**src/rtl/issue_ctrl.sv**
```systemverilog
// In-order issue controller: register/flags scoreboard, RAW hazard stall,
// control-flow wait/flush sequencing and valid/ready hand-off to execute.
module issue_ctrl #(
    parameter int unsigned FLUSH_CYCLES = 2,
    parameter logic [3:0]  LINK_REG     = 4'd15,
    parameter logic [3:0]  COND_ALWAYS  = 4'h0
) (
    input  logic        clk,
    input  logic        rst_n,
    input  logic        id_valid,
    input  logic        is_alu_op,
    input  logic        is_not_op,
    input  logic        is_cmp_op,
    input  logic        is_jmp_op,
    input  logic        is_ld_op,
    input  logic        is_str_op,
    input  logic        is_call_op,
    input  logic        is_ret_op,
    input  logic        is_src2_imm,
    input  logic [3:0]  rd,
    input  logic [3:0]  rs,
    input  logic [3:0]  rt,
    input  logic [3:0]  cond,
    input  logic        ex_ready,
    input  logic        wb_valid,
    input  logic [3:0]  wb_rd,
    input  logic        wb_flags,
    input  logic        br_resolved,
    input  logic        br_taken,
    output logic        id_ready,
    output logic        issue_valid,
    output logic        flush,
    output logic [15:0] busy_mask,
    output logic        flags_busy,
    output logic [1:0]  state
);

    typedef enum logic [1:0] {
        ST_RUN     = 2'd0,
        ST_WAIT_BR = 2'd1,
        ST_FLUSH   = 2'd2
    } state_t;

    state_t      state_r;
    state_t      state_nxt_s;
    logic [15:0] busy_r;
    logic [15:0] busy_nxt_s;
    logic        flags_busy_r;
    logic        flags_busy_nxt_s;
    logic [3:0]  flush_cnt_r;
    logic [3:0]  flush_cnt_nxt_s;

    logic        hazard_s;
    logic        drain_block_s;
    logic        is_ctrl_s;
    logic        dest_en_s;
    logic [3:0]  dest_reg_s;
    logic        issue_valid_s;
    logic        fire_s;
    logic [15:0] clr_mask_s;
    logic [15:0] set_mask_s;

    // Source usage, destination and hazard detection from registered scoreboard only
    always_comb begin
        hazard_s = 1'b0;
        if ((is_alu_op | is_not_op | is_cmp_op | is_ld_op | is_str_op) & busy_r[rs]) begin
            hazard_s = 1'b1;
        end else if ((is_alu_op | is_cmp_op) & ~is_src2_imm & busy_r[rt]) begin
            hazard_s = 1'b1;
        end else if (is_str_op & busy_r[rd]) begin
            hazard_s = 1'b1;
        end else if (is_ret_op & busy_r[LINK_REG]) begin
            hazard_s = 1'b1;
        end else if (is_jmp_op & (cond != COND_ALWAYS) & flags_busy_r) begin
            hazard_s = 1'b1;
        end else begin
            hazard_s = 1'b0;
        end
        drain_block_s = (is_call_op | is_ret_op) & ((busy_r != 16'd0) | flags_busy_r);
        is_ctrl_s     = is_jmp_op | is_call_op | is_ret_op;
        dest_en_s     = is_alu_op | is_not_op | is_ld_op | is_call_op;
        dest_reg_s    = is_call_op ? LINK_REG : rd;
    end

    // Issue handshake; everything is forced quiet while reset is held
    always_comb begin
        issue_valid_s = rst_n & (state_r == ST_RUN) & id_valid & ~hazard_s & ~drain_block_s;
        fire_s        = issue_valid_s & ex_ready;
        issue_valid   = issue_valid_s;
        id_ready      = fire_s;
        flush         = rst_n & (state_r == ST_FLUSH);
        busy_mask     = busy_r;
        flags_busy    = flags_busy_r;
        state         = state_r;
    end

    // Scoreboard next value: writeback clears, issue sets, set wins on collision
    always_comb begin
        clr_mask_s       = wb_valid ? (16'd1 << wb_rd) : 16'd0;
        set_mask_s       = (fire_s & dest_en_s) ? (16'd1 << dest_reg_s) : 16'd0;
        busy_nxt_s       = (busy_r & ~clr_mask_s) | set_mask_s;
        flags_busy_nxt_s = (flags_busy_r & ~wb_flags) | (fire_s & is_cmp_op);
    end

    // Control-flow sequencing: RUN -> WAIT_BR -> (FLUSH ->) RUN
    always_comb begin
        state_nxt_s     = state_r;
        flush_cnt_nxt_s = flush_cnt_r;
        case (state_r)
            ST_RUN: begin
                if (fire_s & is_ctrl_s) begin
                    state_nxt_s = ST_WAIT_BR;
                end else begin
                    state_nxt_s = ST_RUN;
                end
            end
            ST_WAIT_BR: begin
                if (br_resolved & br_taken) begin
                    state_nxt_s     = ST_FLUSH;
                    flush_cnt_nxt_s = 4'(FLUSH_CYCLES);
                end else if (br_resolved) begin
                    state_nxt_s = ST_RUN;
                end else begin
                    state_nxt_s = ST_WAIT_BR;
                end
            end
            ST_FLUSH: begin
                // The cycle holding count 1 is the last flush cycle
                if (flush_cnt_r <= 4'd1) begin
                    state_nxt_s     = ST_RUN;
                    flush_cnt_nxt_s = 4'd0;
                end else begin
                    state_nxt_s     = ST_FLUSH;
                    flush_cnt_nxt_s = flush_cnt_r - 4'd1;
                end
            end
            default: begin
                state_nxt_s     = ST_RUN;
                flush_cnt_nxt_s = 4'd0;
            end
        endcase
    end

    // State registers with synchronous active-low reset
    always_ff @(posedge clk) begin
        if (!rst_n) begin
            state_r      <= ST_RUN;
            busy_r       <= 16'd0;
            flags_busy_r <= 1'b0;
            flush_cnt_r  <= 4'd0;
        end else begin
            state_r      <= state_nxt_s;
            busy_r       <= busy_nxt_s;
            flags_busy_r <= flags_busy_nxt_s;
            flush_cnt_r  <= flush_cnt_nxt_s;
        end
    end

endmodule

```
**config.mk**
```make
export PLATFORM = sky130hd
export DESIGN_NAME = issue_ctrl
export DESIGN_NICKNAME = d
export VERILOG_FILES = /design/src/rtl/issue_ctrl.sv
export SDC_FILE = /design/constraint.sdc
export NUM_CORES = 1
export LEC_CHECK = 0
export BUFFER_PORTS_ARGS = -buffer_cell sky130_fd_sc_hd__clkbuf_2
export CORE_ASPECT_RATIO = 1.2
export CORE_MARGIN = 5
export CORE_UTILIZATION = 30
export CTS_CLUSTER_SIZE = 14
export DETAILED_ROUTE_END_ITERATION = 8
export HOLD_SLACK_MARGIN = 0.1
export SLEW_MARGIN = 20
export SYNTH_ARGS = -nofsm -noshare
export SYNTH_HDL_FRONTEND = slang
export SYNTH_SLANG_ARGS = --single-unit
```
**constraint.sdc**
```tcl
create_clock -name clk -period 2.6 [get_ports clk]
set_input_delay 0.13 -clock clk [delete_from_list [all_inputs] [get_ports clk]]
set_output_delay 0.13 -clock clk [all_outputs]
set_load 0.01 [all_outputs]
```
After elaboration in Yosys (flattened, before gate mapping)
Cells that the tools add are included.
Widths: inputs -> output; s select.

word-level totals
  register bits after elaboration = 23

operators by class
  $add $sub $neg = 1
  equal/unequal tests = 3
  order comparisons = 4
  mux-type cells = 22
  bitwise gates (word level) = 39
  shift-type cells = 2
  reductions and logical operators = 4

operator list
  kind                  count
  $mux 16               2
  $shl 1x4->16 const A  2
  $and 1x1->1           19
  $and 16x16->16        1
  $not 16->16           1
  $or 16x16->16         1
  $reduce_bool 16->1    1
  $lt 4x5->1 const B    3
  $bmux 1 s4            3
  $mux 4                3
  $or 1x1->1            12
  $pmux 4 s3            1
  $mux 1                10
  $pmux 2 s3            1
  $not 1->1             5
  $le 4x1->1 const B    1
  $mux 2                2
  $reduce_bool 4->1     1
  $sub 4x1->4 const B   1
  $eq 2x1->1 const B    1
  $eq 2x2->1 const B    1
  $logic_not 2->1       1
  $ne 2x2->1 const B    1
  $reduce_and 2->1      1

Longest topological paths before layout
  depth in word-level cells = 15
  gate-level depth with buffers = 7
  depth with buffers taken out = 7

Least setup slack after synthesis
OpenSTA, ideal clock, no wires.

  path type = register to output
  start point = register busy_r[6], in the netlist busy_mask[6]
  end point = output id_ready
  setup slack = 772 ps
  data required time = 2470 ps
  data arrival time = 1698 ps
  stages on the path, launching flop included = 7
  buffers on the path = 1
  cell sequence = dfxtp_1 -> nor4_1 -> nand4_1 -> nor4_1 -> o2111ai_4 -> buf_6 -> nor4_2

on the way
  longest elaborated chain between the ends = 10
  elaborated cells between the ends (all ways) = 20

RTL lines
  element                       RTL line  source
  from (decl)                   46        logic [15:0] busy_r;
  from (signal assigned)        153       busy_r <= busy_nxt_s;
  $bmux 1 s4                    70        end else if (is_str_op & busy_r[rd]) begin
  $mux 1 (not written as such)  70
  $and 1x1->1                   70
  $mux 1                        70
  $mux 1                        68        end else if ((is_alu_op | is_cmp_op) & ~is_src2_imm & busy_r[rt]) begin
  $mux 1                        66        if ((is_alu_op | is_not_op | is_cmp_op | is_ld_op | is_str_op) & busy_r[rs]) begin
  $not 1->1                     87        issue_valid_s = rst_n & (state_r == ST_RUN) & id_valid & ~hazard_s & ~drain_block_s;
  $and 1x1->1                   87
  $and 1x1->1 *                 87
  $and 1x1->1 *                 88        fire_s = issue_valid_s & ex_ready;
  to (decl)                     30        output logic id_ready,

Mark *: on every way between the ends. The rest lies on a longest branch, timed or not. The select of a mux whose other input is x is not followed.

Worst setup path in the final report
  start point = register busy_r[2], in the netlist busy_mask[2]
  end point = output id_ready

Same word-level chain as after synthesis.

==> out/results.ini <==
[run_status]
status=finished, final reports clean

[worst_setup_path]
r2r-start=state[1]
arrival_ns=2.12
endpoint=id_ready
start_kind=register
r2r_slack_ns=0.38
crit_path_start=busy_mask[2]
r2r-end=busy_mask[7]
crit_fanout=6
ff2ff_path_depth=7
critical_path_class=register to primary output
crit_required_ns=2.47
end_kind=primary output

[synthesis]
mappedNetlistNets=266
synth-seq-cells=23
yosys_most_used_dff=dfxtp_1
synth_top_area_share_pct=22.7
synth.most_common_cell=dfxtp_1
synthTopCellsByArea=dfxtp_1 23%, o31ai_2 8.0%, mux2i_1 6.9%
synth_edf_count=0
synth_area_leader_cell=dfxtp_1
syn_area_um2=2030
syn_area_per_cell_um2=9.10
synth_common_cells=23 x dfxtp_1, 15 x nor2_1, 14 x mux2i_1
synthArstFlopShare_pct=0
ys_seq_area_share_pct=22.7
ys_warn_count=0
ys_types=50
netlist_instances=223

[clock_network]
htree_levels=1
cts-root-buf=clkbuf_8
cts.sinks=23
post_cts_buffers=0
numCtsBuffers=3
cts_tree=done
clk_latency_ns=0.27
cts.clk_slew.worst_paths_ns=0.08
cts.repair.resized=0
clockBufferDepth=2
cts_hold_buf=0

[power_and_ir_drop]
power_mw=0.766
p_leak_nw=0.972
p_per_area_nw_per_um2=318
irDropWorstVdd_mv=0.159

[die]
die-area_um2=8520
design.core.area_um2=6530
pin_count=59
rows=32
die_y_um=100
initial_utilization_pct=31.1
fp.dieW_um=85.1

[timing]
relSlewSlack_pct=49.9
tns_ns=0
worst_slew_pin_slew_ns=0.749
rsz0062_at_grt=no
period_share_pct=86.6
max_freq_mhz=444
fin_skew_ns=0.00454
finalWorstPathRequiredPeriod_ns=2.25
hold_violations=0
drv_slew=0
fin_ws_ns=0.348
setup_viol=0

[placed_design]
dp_slack_ns=0.420
dpl.hpwl_um=5140
place.gp.congestion=0.928
io_buffers=58
post_dp_cell_area_um2=2370

[cells_and_area]
layout-drive-gt1-share_pct=35.4
final_nets=321
syn2layout_area_growth_pct=18.8
fillers=674
diodes=0
stdcell_area_um2=2410

[drt]
drt-total-wl_um=6290
drtIter0Drc=131
vias=2051
vias_per_cell=5.67
drt_drc_violations_left=0
drt-pass1-iter-count=4
ant_nets=0
wire_per_inst_um=17.4

[global_route]
grt_antenna_before_repair=0
grt_usage_pct=14.6
first_global_vias=2000
grt_max_degree=27
overflow=0
grt_pass1_wl_um=10000

[flow_run]
cap_violations=0

[worst_hold_path]
hold_class=input pin to register

## final cells by class
cell class,instances,area [µm²],share of cell area [%]
multi-input cells,179,1450,59.9
flip-flops and latches,23,460,19.1
inverters,9,33.8,1.40
repair buffers,62,320,13.3
well taps,85,106,4.41
clock buffers,4,45.0,1.87
## how the worst min path moves through the flow
| stage | from | to | slack, ns | cells past startpoint |
|---|---|---|---|---|
| after floorplan | is_cmp_op | flags_busy | 0.30 | 2 |
| after global placement | wb_flags | flags_busy | 0.43 | 3 |
| final | wb_flags | flags_busy | 0.14 | 3 |
| after detailed placement | wb_flags | flags_busy | 0.43 | 3 |
| after global routing | wb_flags | flags_busy | 0.13 | 3 |
| after CTS | wb_flags | flags_busy | 0.13 | 3 |
## layer usage
metal / part of all wire (%) / GRT usage (%) / up-vias / wire length, µm
met5: 0 / 0 / - / 0
met4: 3.5 / 7.43 / 0 / 222
met3: 6.0 / 2.63 / 17 / 376
met2: 49 / 24.3 / 77 / 3110
met1: 41 / 17.8 / 972 / 2580
li1: - / - / 985 / -
## critical path, stage by stage (launching register included)
cell       delay (ns)
dfxtp_1          0.37
nor4_1           0.30
nand4_1          0.12
nor4_1           0.43
o2111ai_4        0.22
nor4_2           0.24
clkbuf_2         0.17
## sequential cells by signal, summed over array words and instances, names as in the netlist
| name | flops |
|---|---|
| state | 2 |
| flush_cnt_r | 4 |
| flags_busy | 1 |
| busy_mask | 16 |
## cell families (layout without fill, tap and decap cells)
kind of cell | after synthesis | after routing | share of synthesized area [%]
fa+ha+maj | 6 | 6 | 3.70
mux | 19 | 19 | 12.5
flops | 23 | 23 | 22.7
buf+inv | 21 | 75 | 6.10
compound gates | 59 | 59 | 25.5
simple gates | 95 | 95 | 29.5
## power breakdown
| part | leakage (nW) | internal [mW] | switching (mW) |
|---|---|---|---|
| logic | 0.764 | 0.0678 | 0.116 |
| registers | 0.185 | 0.354 | 0.00331 |
| clock network | 0.0228 | 0.109 | 0.115 |
## cells in the final DEF (no fill, tap or decap), drive strengths merged, types with 9 or more instances in the layout
master   n
nand4   14
inv      9
nand2   11
nand3   15
mux2i   14
o31ai   14
nor2    15
clkbuf  62
o211ai  14
dfxtp   23
## through the flow
stage,hold WS [ns],std cells,utilization (%)
floorplan,0.295,223,-
global route,0.133,362,36.9
CTS,0.134,362,36.9
global placement,0.430,358,36.3
detailed placement,0.427,358,36.3
finish,0.143,362,36.9
Note: power is estimated with default switching activity, not from simulation.
